[src/rtl/instru_fetch_queue.sv]
// Instruction fetch queue for the pipelined IF stage.
// A synchronous-read program memory feeds a small FIFO toward ID.
// The fetch PC runs ahead on its own and stalls only on queue credit.
// It stops on the all-ones opcode sentinel or when the PC leaves the array.
// A redirect flushes the queue and restarts fetch at a new PC.
module instru_fetch_queue #(
  parameter int DATA_W     = 32,
  parameter int DEPTH      = 128,
  parameter int ADDR_W     = 32,
  parameter int FIFO_DEPTH = 4,
  parameter logic [DATA_W-1:0] NOP_WORD = 'hFC000000
) (
  input  logic                     clk,
  input  logic                     rst_n,
  input  logic                     load_en,
  input  logic [$clog2(DEPTH)-1:0] load_addr,
  input  logic [DATA_W-1:0]        load_data,
  input  logic                     redirect_valid,
  input  logic [ADDR_W-1:0]        redirect_pc,
  output logic                     out_valid,
  input  logic                     out_ready,
  output logic [DATA_W-1:0]        out_instru,
  output logic [ADDR_W-1:0]        out_pc,
  output logic [5:0]               out_ctr,
  output logic [5:0]               out_funcode,
  output logic                     fault,
  output logic                     busy
);

  localparam int MEM_AW = $clog2(DEPTH);
  localparam int PTR_W  = $clog2(FIFO_DEPTH);
  localparam int CNT_W  = PTR_W + 1;

  // Program memory and its registered read data
  logic [DATA_W-1:0] mem [DEPTH];
  logic [DATA_W-1:0] rdata_reg;

  // Fetch engine state
  logic [ADDR_W-1:0] pc_reg;
  logic [ADDR_W-1:0] rd_pc_reg;
  logic              rd_pending_reg;
  logic              rd_oor_reg;
  logic              halted_reg;
  logic              fault_reg;
  logic [ADDR_W-1:0] last_pc_reg;

  // Fetch queue
  logic [DATA_W-1:0] q_data [FIFO_DEPTH];
  logic [ADDR_W-1:0] q_pc   [FIFO_DEPTH];
  logic [PTR_W-1:0]  wr_ptr_reg;
  logic [PTR_W-1:0]  rd_ptr_reg;
  logic [CNT_W-1:0]  count_reg;

  logic              pc_oor;
  logic [MEM_AW-1:0] rd_idx;
  logic              push;
  logic              pop;
  logic              issue;
  logic              halt_hit;
  logic [DATA_W-1:0] push_word;
  logic [CNT_W-1:0]  occupancy;

  // Issue/push/pop decisions; a redirect overrides all queue traffic
  always_comb begin
    pc_oor    = ({2'b00, pc_reg[ADDR_W-1:2]} >= ADDR_W'(DEPTH));
    rd_idx    = pc_reg[MEM_AW+1:2];
    push      = rd_pending_reg & ~redirect_valid;
    push_word = rd_oor_reg ? NOP_WORD : rdata_reg;
    // Sentinel on the word being pushed blocks any issue in the same cycle
    halt_hit  = push & (push_word[31:26] == 6'h3F);
    occupancy = count_reg + CNT_W'(rd_pending_reg);
    busy      = rst_n & ~halted_reg;
    issue     = busy & ~halt_hit & ~redirect_valid & (occupancy < CNT_W'(FIFO_DEPTH));
    out_valid = (count_reg != '0);
    pop       = out_valid & out_ready & ~redirect_valid;
  end

  // Loader write and fetch read; the read sees pre-write contents
  always_ff @(posedge clk) begin
    if (load_en) mem[load_addr] <= load_data;
    if (issue)   rdata_reg <= mem[rd_idx];
  end

  // Queue storage, one register slot per entry
  for (genvar gi = 0; gi < FIFO_DEPTH; gi++) begin : g_slot
    always_ff @(posedge clk) begin
      if (push && wr_ptr_reg == PTR_W'(gi)) begin
        q_data[gi] <= push_word;
        q_pc[gi]   <= rd_pc_reg;
      end
    end
  end

  // Fetch PC, pending read, halt/fault flags and queue pointers
  always_ff @(posedge clk or negedge rst_n) begin
    if (!rst_n) begin
      pc_reg         <= '0;
      rd_pc_reg      <= '0;
      rd_pending_reg <= 1'b0;
      rd_oor_reg     <= 1'b0;
      halted_reg     <= 1'b0;
      fault_reg      <= 1'b0;
      last_pc_reg    <= '0;
      wr_ptr_reg     <= '0;
      rd_ptr_reg     <= '0;
      count_reg      <= '0;
    end else if (redirect_valid) begin
      pc_reg         <= redirect_pc & ~ADDR_W'(3);
      rd_pending_reg <= 1'b0;
      rd_oor_reg     <= 1'b0;
      halted_reg     <= 1'b0;
      fault_reg      <= 1'b0;
      wr_ptr_reg     <= '0;
      rd_ptr_reg     <= '0;
      count_reg      <= '0;
    end else begin
      rd_pending_reg <= issue;
      if (issue) begin
        rd_pc_reg  <= pc_reg;
        rd_oor_reg <= pc_oor;
        pc_reg     <= pc_reg + ADDR_W'(4);
        if (pc_oor) begin
          fault_reg  <= 1'b1;
          halted_reg <= 1'b1;
        end
      end
      if (halt_hit) halted_reg <= 1'b1;
      if (push) wr_ptr_reg <= wr_ptr_reg + PTR_W'(1);
      if (pop) begin
        rd_ptr_reg  <= rd_ptr_reg + PTR_W'(1);
        last_pc_reg <= q_pc[rd_ptr_reg];
      end
      case ({push, pop})
        2'b10:   count_reg <= count_reg + CNT_W'(1);
        2'b01:   count_reg <= count_reg - CNT_W'(1);
        default: count_reg <= count_reg;
      endcase
    end
  end

  // Head presentation; an empty queue shows the sentinel and the last popped PC
  always_comb begin
    out_instru  = out_valid ? q_data[rd_ptr_reg] : NOP_WORD;
    out_pc      = out_valid ? q_pc[rd_ptr_reg] : last_pc_reg;
    out_ctr     = out_instru[31:26];
    out_funcode = out_instru[5:0];
    fault       = fault_reg;
  end

endmodule

[config.mk]
export PLATFORM = sky130hd
export DESIGN_NAME = instru_fetch_queue
export DESIGN_NICKNAME = d
export VERILOG_FILES = /design/src/rtl/instru_fetch_queue.sv
export SDC_FILE = /design/constraint.sdc
export NUM_CORES = 2
export LEC_CHECK = 0
export CORE_MARGIN = 2
export CORE_UTILIZATION = 40
export CTS_BUF_LIST = sky130_fd_sc_hd__clkbuf_16
export DETAILED_ROUTE_END_ITERATION = 16
export PLACE_DENSITY_LB_ADDON = 0.1
export SLEW_MARGIN = 20
export SYNTH_ARGS = -nofsm -noshare
export SYNTH_HDL_FRONTEND = slang
export SYNTH_MEMORY_MAX_BITS = 65536
export SYNTH_SLANG_ARGS = --single-unit
[constraint.sdc]
create_clock -name clk -period 2.99 [get_ports clk]
set_input_delay 0.7475 -clock clk [delete_from_list [all_inputs] [get_ports clk]]
set_output_delay 0.7475 -clock clk [all_outputs]
set_load 0.01 [all_outputs]
# == After elaboration in Yosys (flattened, before gate mapping) ==
# Memories as Yosys holds them, arrays and structs flattened. A register that Yosys moved wholly into a read port is not among the register bits.
# Cells that the tools add are included.
# op_classes
add_sub_neg,6
multipliers,0
div,0
order_cmp,2
n_eq_ne,6
shift,0
n_mux,47
bitwise_logic,11
n_reduce_logical,23
# ops
operator,count
32-bit two-way mux,11
32-bit OR reduction,6
"32-bit by 3-bit adder with 32-bit output, second input constant",1
"30-bit by 8-bit greater-or-equal comparator with 1-bit output, second input constant",1
1-bit two-way mux,24
2-bit two-way mux,10
3-bit nonzero test,4
1-bit AND,8
2-bit AND reduction,4
2-bit nonzero test,4
"2-bit == test, second input constant",3
"6-bit == test, second input constant",1
3-bit one-hot mux with 2 select lines,1
"2-bit by 1-bit adder with 2-bit output, second input constant",2
"2-bit by 1-bit == test with 1-bit output, second input constant",2
1-bit logical AND,4
3-bit by 1-bit adder with 3-bit output,1
"3-bit by 1-bit adder with 3-bit output, second input constant",1
"3-bit < comparator, second input constant",1
3-bit two-way mux,1
1-bit NOT,3
"3-bit by 1-bit subtractor with 3-bit output, second input constant",1
2-bit logical NOT,1
# totals
reg_bits,107
latchBits,0
mem_bits_rw,4352
mem_bits_ro,0
in_bits,76
out_inout_bits,79
mem_count,3
# mem_list
memory,words,width,read_ports,rd_clocked_by_memory_dff,wr,line,text
mem,128,32,1,1,1,35,logic [DATA_W-1:0] mem [DEPTH];
q_data,4,32,1,0,1,48,logic [DATA_W-1:0] q_data [FIFO_DEPTH];
q_pc,4,32,1,0,1,49,logic [ADDR_W-1:0] q_pc [FIFO_DEPTH];

# == Depth between registers and ports, before layout ==
# depth
ltp_word,10
ltp_mapped,12
ltp_nobuf,8

# == Worst setup path before layout ==
# No wires, ideal clock.
# synth_path
path_type,input -> register
from,in load_addr[4]
to,"mem mem[98][0], enable pin"
setup_ps,461
t_arrival_ps,3463
required_time_ps,2529
setup_slack_ps,-934
stages,4
path_buffers,0
path_cell_list,nor2_1 -> and3_1 -> nand3_1 -> nor3_1
# synth_rtl
item,line,text
start: declaration,16,"input logic [$clog2(DEPTH)-1:0] load_addr,"
end: declaration,35,
# Straight into the memory's write port.

# == Final worst setup path ==
# layout_path
from,reg rd_ptr_reg[0]
to,out out_ctr[1]
# layout_via
elab_chain_cells,2
# layout_rtl
item,line,text
start: declaration,51,logic [PTR_W-1:0] rd_ptr_reg;
start signal: assignment,130,rd_ptr_reg <= rd_ptr_reg + PTR_W'(1);
memory read 4 x 32 bit,n/a,
32-bit two-way mux,143,out_instru = out_valid ? q_data[rd_ptr_reg] : NOP_WORD;
end: declaration,24,"output logic [5:0] out_ctr,"
# No other way between the ends.

==> results.sh <==
export IMPL_die_h_um=659.1
export IMPL_dieArea_mm2=0.4344
export IMPL_fin_crit_ps=3463
export IMPL_io_buffers=150
export IMPL_viasPerCell=5.726
export IMPL_r2r_start="pc_reg[2]$_DFFE_PN0P_"
export IMPL_drt_wl_total_um=526900
export IMPL_layout_setup_ws_ps=-473.3
export IMPL_dr_pass1_iters=6
export IMPL_gp_congestion=0.8295
export IMPL_synth_edf_count=4376
export IMPL_clockRootBuffer="clkbuf_16"
export IMPL_clock_sinks=4477
export IMPL_hold_class="in2reg"
export IMPL_clock_latency_ps=1010
export IMPL_antenna_found_initial=36
export IMPL_cts_made_buffers=466
export IMPL_hold_viol_final=0
export IMPL_start_util=0.4017
export IMPL_clockBufferDepth=4
export IMPL_worstSetupStartpointType="flop"
export IMPL_setup_violations=106
export IMPL_ios=155
export IMPL_grt_pass1_vias=88000
export IMPL_clock_fmax_ghz=0.2887
export IMPL_layout_common_cells="edfxtp_1 (4376), mux4_2 (1193), buf_4 (750)"
export IMPL_r2r_slack_ps=-450
export IMPL_fin_nets=9103
export IMPL_seq_area_frac_synth=0.7802
export IMPL_grt_start_max_net_pins=129
export IMPL_top_register="mem"
export IMPL_grt_setup_unrepaired="yes"
export IMPL_finalPower_w=0.1576
export IMPL_synthFlopType="edfxtp_1"
export IMPL_ys_ff_latch=4477
export IMPL_status="complete, but fails checks"
export IMPL_core_region_area_mm2=0.4273
export IMPL_grt_overflow=0
export IMPL_leakagePower_nw=68.98
export IMPL_placed_area_mm2=0.1927
export IMPL_tightest_slew_ps=1054
export IMPL_critPathMaxFanout=6
export IMPL_hpwl_um=332900
export IMPL_startpoint="rd_ptr_reg[0]$_DFFE_PN0P_"
export IMPL_routedWlPerCell_um=34.89
export IMPL_pre_cts_slack_ps=-957.4
export IMPL_rr_worst_depth=11
export IMPL_finalCritPeriodShare=1.158
export IMPL_cts_max_level=5
export IMPL_min_to="mem[93][18]$_DFFE_PP_"
export IMPL_postLayoutCellArea_mm2=0.2124
export IMPL_clk_pin_slew_ps=60
export IMPL_drt_iter0_markers=10599
export IMPL_layout_drive_gt1_share=0.3937
export IMPL_critPathKind="reg2out"
export IMPL_cap_viol_max_count=0
export IMPL_avgSynthCellArea_um2=22.90
export IMPL_drc=0
export IMPL_synth_area_mm2=0.1717
export IMPL_syn_to_final_growth_pct=23.71
export IMPL_max_slew_margin_rel=0.2953
export IMPL_yosysUniqueCellTypes=62
export IMPL_final_common_cell="edfxtp_1"
export IMPL_cts_tree="yes"
export IMPL_finalClockSkew_ps=61.98
export IMPL_drtAntennaViolNets=0
export IMPL_seq_area_mm2=0.1340
export IMPL_die_x_um=659.1
export IMPL_rows=240
export IMPL_largest_register_ffs=4096
export IMPL_vias=86471
export IMPL_multiInputGateArea_mm2=0.03795
export IMPL_reg_top3="mem x4096, q_data x128, q_pc x120"
export IMPL_grt_usage=0.2409
export IMPL_yosys_warnings=0
export IMPL_p_per_area_mw_per_mm2=742.2
export IMPL_cp_arrival_ps=2720
export IMPL_reg2reg_to="rdata_reg[29]$_DFFE_PP_"
export IMPL_endpoint_kind="output port"
export IMPL_grt_pass1_wl_um=723400
export IMPL_failed_checks="setup timing"
export IMPL_ys_async_sr_fraction=0.02256
export IMPL_hold_depth=1
export IMPL_drv_slew=0
export IMPL_fillers=34171
export IMPL_irDropWorstVdd_mv=0.5067
export IMPL_min_from="load_data[18]"
export IMPL_critical_path_required_ps=2240
export IMPL_synthCells=7495
export IMPL_post_route_util=0.4970
==> cells by family (layout without fill, tap and decap cells) <==
kind of cell | Yosys count | after routing | share of synthesized area
compound gates | 439 | 439 | 0.01790
xor+xnor | 7 | 7 | 0.0003572
fa+ha+maj | 7 | 7 | 0.0005539
buf+inv | 440 | 2346 | 0.01289
flops | 4477 | 4477 | 0.7802
mux | 1418 | 1418 | 0.1699
other cells | 1 | 14 | 0.00002185
simple gates | 706 | 706 | 0.01813
==> worst max-delay path, stage by stage (launching register included) <==
cell and delay [ps]:
dfrtp_4 520, buf_12 170, buf_12 140, buf_6 110, mux4_2 410, or2_4 250
buf_6 120
==> metal layers <==
layer  wire length (µm)  track usage  part of all wire  up-vias
li1                   -            -                 -    35042
met1             221400       0.3406              0.42    47599
met2             253500       0.3910              0.48     3224
met3              38540      0.04391             0.073      594
met4              13400      0.05547             0.025       12
met5                 94            0           0.00018        -
==> through the flow <==
step / setup TNS (ps) / hold WS (ps) / cells
6_report: -35990 / 140.4 / 15101
5_1_grt: -44500 / 86.77 / 15091
4_1_cts: -48130 / 51.47 / 15008
3_5_place_dp: -18880 / 495.3 / 14004
3_3_place_gp: -18630 / 487.4 / 14004
2_1_floorplan: -999350 / 451.9 / 7496
==> worst max-delay path by stage <==
| stage | to |
|---|---|
| after floorplan | mem[117][0]$_DFFE_PP_ |
| after global placement | rdata_reg[2]$_DFFE_PP_ |
| after detailed placement | rdata_reg[18]$_DFFE_PP_ |
| after CTS | out_funcode[0] |
| after global routing | out_instru[27] |
| final | out_ctr[1] |
==> final cells by class <==
type | count | share of cell area
clock buffers | 472 | 0.05562
multi-input cells | 2579 | 0.1787
repair buffers | 1481 | 0.08636
clock inverters | 378 | 0.01439
flip-flops and latches | 4477 | 0.6308
well taps | 5687 | 0.03351
inverters | 15 | 0.0004065
diodes | 12 | 0.0001414
==> synth_stat cells, drive strengths merged, types with 9 or more instances <==
cell,n,share of area
edfxtp,4376,0.77
mux4,1193,0.16
nand2,322,0.0070
buf,290,0.0096
mux2i,187,0.011
nor2,176,0.0038
clkbuf,135,0.0030
dfrtp,101,0.015
a21oi,85,0.0025
a22oi,80,0.0035
o21ai,65,0.0019
nor2b,44,0.0016
mux2,38,0.0025
nand3,38,0.0011
and2,37,0.0013
a221oi,31,0.0016
a22o,26,0.0013
o221ai,26,0.0013
nor3,24,0.00070
o22ai,21,0.00077
nand4,16,0.00058
a31oi,15,0.00055
inv,13,0.00028
o311ai,13,0.00066
or2,13,0.00047
nor4,10,0.00036
o211ai,10,0.00044
a311oi,9,0.00046
==> power breakdown <==
part           internal (W)  total (W)  leakage, nW  switching [W]
Combinational        0.0141     0.0298         20.7         0.0157
Clock                0.0325     0.0568         7.65         0.0243
Sequential           0.0701     0.0710         40.6       0.000832
==> timing repair <==
item                       CTS  global route
setup endpoints to repair  112           109
pin swaps                  121            92
hold endpoints to repair    68             0
hold buffers                 5             0
buffers inserted           130           102
resized for setup          712           216
cloned                      26             5
No activity file was read; power rests on OpenSTA's default activity.
